File: config.mk
export PLATFORM = sky130hd
export DESIGN_NAME = key_scan_scheduler_flat
export DESIGN_NICKNAME = d
export VERILOG_FILES = /design/src/rtl/key_scan_scheduler_pkg.sv /design/src/rtl/key_scan_scheduler_if.sv /design/src/rtl/key_scan_scheduler_rr_pick.sv /design/src/rtl/key_scan_scheduler.sv /design/src/flat_wrapper.sv
export SDC_FILE = /design/constraint.sdc
export NUM_CORES = 1
export LEC_CHECK = 0
export CAP_MARGIN = 20
export CORE_MARGIN = 2
export CORE_UTILIZATION = 50
export CTS_CLUSTER_DIAMETER = 100
export CTS_CLUSTER_SIZE = 28
export DETAILED_ROUTE_END_ITERATION = 10
export HOLD_SLACK_MARGIN = 0.02
export PLACE_DENSITY = 0.73
export SYNTH_ARGS = -nofsm -noshare
export SYNTH_HDL_FRONTEND = slang
export SYNTH_SLANG_ARGS = --single-unit
File: constraint.sdc
create_clock -name clk -period 2 [get_ports clk]
set_input_delay 0.2 -clock clk [delete_from_list [all_inputs] [get_ports clk]]
set_output_delay 0.2 -clock clk [all_outputs]
set_load 0.1 [all_outputs]
File: src/rtl/key_scan_scheduler_pkg.sv
// -----------------------------------------------------------------------------
// key_scan_pkg
// Shared definitions for the key scan scheduler:
//   - state_e          : shared-timer state machine encoding
//   - bit_width()      : bits needed to hold a non-negative value (min 1)
//   - debounce_cycles(): debounce window in clock cycles
//   - wrap_add()       : modular add of two in-range indices
// -----------------------------------------------------------------------------
package key_scan_pkg;

    typedef enum logic [1:0] {
        IDLE   = 2'd0,
        COUNT  = 2'd1,
        SAMPLE = 2'd2
    } state_e;

    // Number of bits required to represent value; 0 and 1 both need one bit.
    function automatic int bit_width(input int value);
        int w;
        w = 1;
        for (int b = 1; b < 31; b++) begin
            w = ((value >> b) != 0) ? b + 1 : w;
        end
        return w;
    endfunction

    function automatic int debounce_cycles(input int window_ns, input int period_ns);
        return window_ns / period_ns;
    endfunction

    // a and b are both below n, so one conditional subtraction wraps the sum.
    function automatic int wrap_add(input int a, input int b, input int n);
        int s;
        s = a + b;
        return (s >= n) ? s - n : s;
    endfunction

endpackage

File: src/rtl/key_scan_scheduler_if.sv
// -----------------------------------------------------------------------------
// key_scan_scheduler_if
// Button inputs and debounced outputs of the key scan scheduler.
//   key        : raw asynchronous button levels (high = pressed)
//   key_pulse  : one-cycle pulse per accepted press
//   busy       : shared timer is counting or sampling
//   active_idx : key currently (or last) timed
// master = button/consumer side, slave = scheduler.
// -----------------------------------------------------------------------------
interface key_scan_scheduler_if #(
    parameter int N_KEYS = 4
);
    import key_scan_pkg::*;

    localparam int IDX_W = bit_width(N_KEYS - 1);

    logic [N_KEYS-1:0] key;
    logic [N_KEYS-1:0] key_pulse;
    logic              busy;
    logic [IDX_W-1:0]  active_idx;

    modport master (
        output key,
        input  key_pulse,
        input  busy,
        input  active_idx
    );

    modport slave (
        input  key,
        output key_pulse,
        output busy,
        output active_idx
    );

endinterface

File: src/rtl/key_scan_scheduler_rr_pick.sv
// -----------------------------------------------------------------------------
// rr_pick
// Combinational round-robin finder: returns the first set bit of pending_i
// searching upward from rr_ptr_i with wrap-around.
//   pending_i   : request vector
//   rr_ptr_i    : search start index (always < N_KEYS)
//   grant_idx_o : selected index (0 when nothing pending)
//   valid_o     : at least one request pending
// -----------------------------------------------------------------------------
module rr_pick
    import key_scan_pkg::*;
#(
    parameter int N_KEYS = 4,
    parameter int IDX_W  = 2
) (
    input  logic [N_KEYS-1:0] pending_i,
    input  logic [IDX_W-1:0]  rr_ptr_i,
    output logic [IDX_W-1:0]  grant_idx_o,
    output logic              valid_o
);

    // Scan offsets from farthest to nearest; the nearest hit overwrites the rest.
    always_comb begin
        grant_idx_o = '0;
        for (int k = N_KEYS - 1; k >= 0; k--) begin
            grant_idx_o = pending_i[IDX_W'(wrap_add(int'(rr_ptr_i), k, N_KEYS))]
                        ? IDX_W'(wrap_add(int'(rr_ptr_i), k, N_KEYS))
                        : grant_idx_o;
        end
    end

    assign valid_o = |pending_i;

endmodule

File: src/rtl/key_scan_scheduler.sv
// -----------------------------------------------------------------------------
// key_scan_scheduler
// Debounces N_KEYS push-buttons with one shared timer. Rising edges are latched
// as pending requests; a round-robin arbiter hands one request at a time to the
// timer, and the key level is re-checked at the end of the window.
//   clk : system clock
//   rst : synchronous active-high reset
//   bus : key_scan_scheduler_if.slave (key in; key_pulse, busy, active_idx out)
// -----------------------------------------------------------------------------
module key_scan_scheduler
    import key_scan_pkg::*;
#(
    parameter int CLK_PERIOD  = 5,
    parameter int N_KEYS      = 4,
    parameter int DEBOUNCE_NS = 20_000_000
) (
    input  logic                 clk,
    input  logic                 rst,
    key_scan_scheduler_if.slave  bus
);

    localparam int DEBOUNCE_CYCLES = debounce_cycles(DEBOUNCE_NS, CLK_PERIOD);
    localparam int CNT_W           = bit_width(DEBOUNCE_CYCLES);
    localparam int IDX_W           = bit_width(N_KEYS - 1);
    localparam logic [CNT_W-1:0] CNT_LAST = CNT_W'(DEBOUNCE_CYCLES - 1);
    localparam logic [IDX_W-1:0] IDX_LAST = IDX_W'(N_KEYS - 1);

    logic [N_KEYS-1:0] sync1_q;
    logic [N_KEYS-1:0] key_s_q;
    logic [N_KEYS-1:0] key_dly_q;
    logic [N_KEYS-1:0] pending_q;
    logic [N_KEYS-1:0] pending_d;
    logic [N_KEYS-1:0] rise_s;
    logic [N_KEYS-1:0] set_s;
    logic [N_KEYS-1:0] clr_s;

    state_e            state_q;
    logic [CNT_W-1:0]  cnt_q;
    logic [IDX_W-1:0]  active_idx_q;
    logic [IDX_W-1:0]  rr_ptr_q;
    logic [N_KEYS-1:0] pulse_q;
    logic              busy_q;

    logic [IDX_W-1:0]  grant_idx_s;
    logic              grant_valid_s;

    rr_pick #(
        .N_KEYS (N_KEYS),
        .IDX_W  (IDX_W)
    ) u_rr_pick (
        .pending_i   (pending_q),
        .rr_ptr_i    (rr_ptr_q),
        .grant_idx_o (grant_idx_s),
        .valid_o     (grant_valid_s)
    );

    // Pending update: new edges set, a grant clears; the clear wins on overlap.
    always_comb begin
        rise_s = key_s_q & ~key_dly_q;
        set_s  = rise_s;
        clr_s  = '0;
        // An edge on the key under timing is contact bounce, not a new press.
        if (state_q != IDLE) begin
            set_s[active_idx_q] = 1'b0;
        end else begin
            set_s = rise_s;
        end
        if ((state_q == IDLE) && grant_valid_s) begin
            clr_s[grant_idx_s] = 1'b1;
        end else begin
            clr_s = '0;
        end
        pending_d = (pending_q | set_s) & ~clr_s;
    end

    // Two-flop synchroniser, edge-detect delay flop and pending request latch.
    always_ff @(posedge clk) begin
        if (rst) begin
            sync1_q   <= '0;
            key_s_q   <= '0;
            key_dly_q <= '0;
            pending_q <= '0;
        end else begin
            sync1_q   <= bus.key;
            key_s_q   <= sync1_q;
            key_dly_q <= key_s_q;
            pending_q <= pending_d;
        end
    end

    // Shared-timer state machine with registered outputs.
    always_ff @(posedge clk) begin
        if (rst) begin
            state_q      <= IDLE;
            cnt_q        <= '0;
            active_idx_q <= '0;
            rr_ptr_q     <= '0;
            pulse_q      <= '0;
            busy_q       <= 1'b0;
        end else begin
            pulse_q <= '0;
            case (state_q)
                IDLE: begin
                    if (grant_valid_s) begin
                        active_idx_q <= grant_idx_s;
                        cnt_q        <= '0;
                        busy_q       <= 1'b1;
                        state_q      <= COUNT;
                    end else begin
                        state_q      <= IDLE;
                    end
                end
                COUNT: begin
                    // Stop at the last count so the counter never wraps.
                    if (cnt_q == CNT_LAST) begin
                        state_q <= SAMPLE;
                    end else begin
                        cnt_q   <= cnt_q + CNT_W'(1);
                    end
                end
                SAMPLE: begin
                    if (key_s_q[active_idx_q]) begin
                        pulse_q[active_idx_q] <= 1'b1;
                    end else begin
                        pulse_q <= '0;
                    end
                    rr_ptr_q <= (active_idx_q == IDX_LAST) ? '0 : active_idx_q + IDX_W'(1);
                    busy_q   <= 1'b0;
                    state_q  <= IDLE;
                end
                default: begin
                    busy_q  <= 1'b0;
                    state_q <= IDLE;
                end
            endcase
        end
    end

    assign bus.key_pulse  = pulse_q;
    assign bus.busy       = busy_q;
    assign bus.active_idx = active_idx_q;

endmodule

File: src/flat_wrapper.sv
// flat-port wrapper written by rule: the top's interface ports become plain ports
module key_scan_scheduler_flat import key_scan_pkg::*;
#(
    parameter int CLK_PERIOD  = 5,
    parameter int N_KEYS      = 4,
    parameter int DEBOUNCE_NS = 20_000_000
)
  (clk, rst, bus_key, bus_key_pulse, bus_busy, bus_active_idx);
  key_scan_scheduler_if #(.N_KEYS(N_KEYS)) bus_i ();
  input  logic clk;
  input  logic rst;
  input wire logic [$bits(bus_i.key)-1:0] bus_key;
  output wire logic [$bits(bus_i.key_pulse)-1:0] bus_key_pulse;
  output wire logic [$bits(bus_i.busy)-1:0] bus_busy;
  output wire logic [$bits(bus_i.active_idx)-1:0] bus_active_idx;
  assign bus_i.key = bus_key;
  assign bus_key_pulse = bus_i.key_pulse;
  assign bus_busy = bus_i.busy;
  assign bus_active_idx = bus_i.active_idx;
  key_scan_scheduler #(.CLK_PERIOD(CLK_PERIOD), .N_KEYS(N_KEYS), .DEBOUNCE_NS(DEBOUNCE_NS)) u_core (.clk(clk), .rst(rst), .bus(bus_i));
endmodule
Word level (Yosys, flattened, before mapping) --
Cells that the tools add are included.
Operators by class: $add $sub $neg 9, $lt $le $gt $ge 12, equal/unequal tests 7, multiplexer cells 37, bitwise logic cells 10, reduce and logical (&&, ||, !) cells 11
Operators with widths (count):
- 22-bit two-way mux | 2
- 22-bit one-hot mux with 2 select lines | 1
- 22-bit by 1-bit adder with 22-bit output, second input constant | 1
- 22-bit == test, second input constant | 1
- 2-bit two-way mux | 10
- 2-bit by 4-bit less-than comparator with 1-bit output, second input constant | 4
- 1-bit two-way mux | 13
- 4-bit AND | 3
- 4-bit inverter | 3
- 1-bit binary-select mux with 2-bit select | 5
- 3-bit greater-or-equal comparator, second input constant | 3
- 4-bit two-way mux | 2
- 2-bit by 1-bit subtractor with 2-bit output, second input constant | 4
- 2-bit by 2-bit adder with 3-bit output, second input constant | 2
- 2-bit by 3-bit less-than comparator with 1-bit output, second input constant | 2
- 1-bit demux with 2-bit select | 2
- 2-bit == test, second input constant | 2
- 2-bit by 1-bit greater-or-equal comparator with 1-bit output, second input constant | 2
- 2-bit by 1-bit inequality test with 1-bit output, second input constant | 2
- 4-bit OR | 1
- 2-bit one-hot mux with 2 select lines | 1
- 2-bit AND reduction | 2
- 2-bit nonzero test | 2
- 4-bit OR reduction | 1
- 11 further kinds | 15
Word-level totals: flip-flop bits (word level) 49, output and inout bits 7

Logic depth before layout (Yosys ltp) --
depth in word-level cells 17, depth in mapped cells 7, mapped depth without buffers 6

Modules after synthesis --
Synthesis repeated with hierarchy kept, for this count alone.
Unflattened totals: cell total of the unflattened synthesis 258, area, all modules 2259.7 sq um
By module, submodules not included:
- key_scan_scheduler | times used 1, cells an instance 243, area an instance 2178.3 sq um, sequential area each 980.9 sq um
- rr_pick | times used 1, cells an instance 15, area an instance 81.3 sq um, sequential area each 0.0 sq um

Worst setup path after synthesis --
OpenSTA, ideal clock, no wires.
kind register -> register, start point reg u_core.active_idx_q[0] (netlist: u_core.bus.active_idx[0]), end point reg u_core.pulse_q[0] (netlist: u_core.bus.key_pulse[0]), arrival time 1946 ps, required time 1885 ps, slack -60 ps, stages on the path, launching flop included 4, path buffers 0, cell sequence dfxtp_1 > mux4_2 > nor3b_1 > and2_1
On the way: word-level cells in the longest chain between the ends 4, elaborated cells between the ends (all ways) 9, those cells by class 2 x order compare; 4 x mux; 1 x bitwise; 2 x reduce/logical
RTL lines:
- from (decl) | line key_scan_scheduler.sv:39 | logic [IDX_W-1:0] active_idx_q;
- from (signal assigned) | line key_scan_scheduler.sv:105 | active_idx_q <= grant_idx_s;
- 2-bit by 3-bit less-than comparator with 1-bit output (implied by the code), or another cell as far along | line key_scan_scheduler.sv:123 | pulse_q[active_idx_q] <= 1'b1;
- 1-bit logical AND (implied by the code) or 1-bit two-way mux (tied branches) | line key_scan_scheduler.sv:123, key_scan_scheduler.sv:122
- 1-bit two-way mux (implied by the code) or 1-bit inverter (tied branches)
- 1-bit demux with 2-bit select or 3-bit OR reduction (tied branches)
- to (signal assigned) | line key_scan_scheduler.sv:101 | pulse_q <= '0;
- to (signal, indexed assignment) | line key_scan_scheduler.sv:123
- to (signal assigned) | line key_scan_scheduler.sv:125 | pulse_q <= '0;
- to (decl) | line key_scan_scheduler.sv:41 | logic [N_KEYS-1:0] pulse_q;
Several ways; a longest one is shown, not always the timed one. The select of a mux whose other input is x is not followed. A chain may end at the register's enable or synchronous reset.

Final worst setup path --
start point reg u_core.cnt_q[11], end point reg u_core.cnt_q[1]
On the way: word-level cells in the longest chain between the ends 3
RTL lines:
- from (decl) | line key_scan_scheduler.sv:38 | logic [CNT_W-1:0] cnt_q;
- from (signal assigned) | line key_scan_scheduler.sv:118 | cnt_q <= cnt_q + CNT_W'(1);
- 22-bit == test | line key_scan_scheduler.sv:115 | if (cnt_q == CNT_LAST) begin
- 2-bit inequality test (no source line)
- 3-bit AND reduction (no source line)
No other way between the ends.

==> results_dict.tcl <==
set metrics [dict create \
    cts_buffer_depth 2 \
    grt_pass1_vias 1719 \
    fin_crit_sh_pct 95.9 \
    synthTopCellsByCount "dfxtp_1 (49), a21oi_1 (18), or3_1 (15)" \
    fin_cells 321 \
    worst_pin_slew_ps 418 \
    hold_class "in -> reg" \
    fin_crit_ps 1920 \
    outcome "finished clean" \
    placed_cell_area_um2 2420 \
    dp_slack_ps 92.1 \
    p_int_mw 1.33 \
    crit_required_ps 2210 \
    fin_util_pct 57.9 \
    port_buffers 12 \
    rsz0062_at_grt "no" \
    grt_overflow 0 \
    total_power_mw 1.83 \
    synth.area.top_cells "dfxtp_1 (44%), or3_1 (4.2%), a21oi_1 (4.0%), nor2b_1 (3.6%), nand3_1 (3.1%)" \
    fin_nets 279 \
    core_area_um2 4350 \
    p_seq_share_pct 55.9 \
    ys_seq_elements 49 \
    grt_max_degree 28 \
    placed_cells 313 \
    track_usage_pct 19.1 \
    slew_violations 0 \
    setup_viol 0 \
    netlist_area_um2 2250 \
    start_kind "register" \
    synth_top_area_cell "dfxtp_1" \
    cp_data_arrival_time_ps 2130 \
    fp.dieArea_um2 5060 \
    num_rows 24 \
    postCtsHoldBufs 0 \
    io_pins 13 \
    postLayoutCellArea_um2 2520 \
    cts_resized 0 \
    synth_top_area_share_pct 43.5 \
    wirelength_um 4280 \
    n_fill_cell 402 \
    reg2reg_slack_ps 80 \
    start_util_pct 51.8 \
    async_reset_ff_share_pct 0 \
    end_kind "register" \
    hpwl_um 3040 \
    antenna_found_initial 0 \
    grt_pass1_wl_um 7770 \
    antenna_left 0 \
    pwr-share-clk_pct 32.2 \
    diodes 0 \
    multi_input_area_um2 1180 \
    powerDensity_nw_per_um2 725 \
    syn_nets 262 \
    ys_seq_area_share_pct 43.5 \
    skew_ps 7.67 \
    synth_most_common_cell "dfxtp_1" \
    htreeDepth 2 \
    path_max_fanout 7 \
    gp_congestion 0.847 \
    drc_errors 0 \
    drt_iter0_drc 113 \
    regArea_um2 985 \
    relSlewSlack_pct 71.9 \
    synthToLayoutAreaGrowth_pct 11.8 \
    num_vias 1828 \
    ys_warn_count 0 \
    cts_buffers 5 \
    synth_cell_types 54 \
    sw_frac_of_total_pct 27.4 \
    layout-drive-gt1-share_pct 15.2 \
    postCtsSetupRepairBufs 0 \
    clkLatencyLatePin_ps 310 \
    clk_pin_slew_ps 90 \
    syn_area_per_cell_um2 8.98 \
    vdd_drop_max_uv 482 \
    root_buffer "clkbuf_8" \
    vias_per_cell 5.69 \
    maxCapViolCount 0 \
    chipWidth_um 71.2 \
    tritoncts "done" \
    combPwrFrac_pct 11.9 \
    worst_hold_slack_ps 437 \
    die_y_um 71.2 \
    clkSinkCount 49 \
    p_switching_mw 0.502 \
    max_freq_mhz 521 \
    timing_hold_violations_final 0 \
    critical_path_class "reg -> reg" \
    power_leakage_nw 0.889 \
    fin_setup_tns_ps 0 \
    wl_per_cell_um 13.3 \
    setup_slack_ps 81.3 \
    synth_edf_count 0 \
    dr.pass1.iters 4 \
    dominantRegCellSynth "dfxtp_1" \
    syn_inst 251 \
]
kinds of logic after synthesis:
| family | share of synthesized area [%] |
|---|---|
| AO/OA/AOI/OAI | 17.1 |
| XOR/XNOR | 1.17 |
| adder cells (fa/ha/maj) | 2.77 |
| buffers and inverters | 4.55 |
| flip-flops | 43.5 |
| multiplexers | 1.44 |
| AND/OR/NAND/NOR | 29.5 |
sequential cells by signal (all words and copies together) (netlist names):
signal	count
u_core.pending_q	4
u_core.state_q	2
u_core.key_dly_q	4
u_core.cnt_q	22
u_core.bus.key_pulse	4
u_core.key_s_q	4
u_core.bus.active_idx	2
u_core.bus.busy	1
u_core.rr_ptr_q	2
u_core.sync1_q	4
critical path, stage by stage, from the launching register on:
cell and delay (ps):
dfxtp_1 430, or4b_4 500, nor4_4 340, a31o_2 290, nor4_1 70, a31o_1 190
final cells by class:
cell class | count | area share (%)
multi-input cells | 181 | 46.7
flip-flops and latches | 49 | 39.1
repair buffers | 20 | 6.45
clock buffers | 5 | 2.73
well taps | 52 | 2.58
inverters | 11 | 1.64
clock inverters | 3 | 0.844
per-layer routing:
layer / vias up / routed length [um] / share of wire [%] / global-route usage (%)
li1: 942 / - / - / -
met1: 836 / 2160 / 51 / 26.0
met2: 42 / 1840 / 43 / 29.1
met3: 8 / 202 / 4.7 / 5.27
met4: 0 / 79 / 1.8 / 7.13
met5: - / 0 / 0 / 0
power by group through the flow:
stage                     registers (mW)  logic (mW)  clock network (mW)
final                               1.02       0.217               0.589
after global routing                1.03       0.239               0.647
after CTS                           1.02       0.219               0.608
after detailed placement            1.05       0.218                   0
after global placement              1.04       0.216                   0
after floorplan                     1.08       0.122                   0
cells in the final DEF, fill, tap and decap left out, drive strengths merged, types with 5 or more instances in the layout:
master	synthesis	final
or3	15	15
ha	5	5
clkbuf	3	5
nor2	11	11
nor2b	13	13
buf	7	15
o21ai	19	19
nand2	15	15
inv	11	12
and2	7	7
dfxtp	49	49
a21oi	21	21
nand3	14	14
clkdlybuf4s50	0	5
final timing paths:
kind | start | endpoint | cells past startpoint
setup / recovery | u_core.cnt_q[11] | u_core.cnt_q[1] | 5
hold / removal | bus_key[0] | u_core.sync1_q[0] | 2
setup reg to reg | u_core.cnt_q[11] | u_core.cnt_q[1] | 5
hold reg to reg | u_core.sync1_q[1] | u_core.key_s_q[1] | 1
No activity file was read; power rests on OpenSTA's default activity.
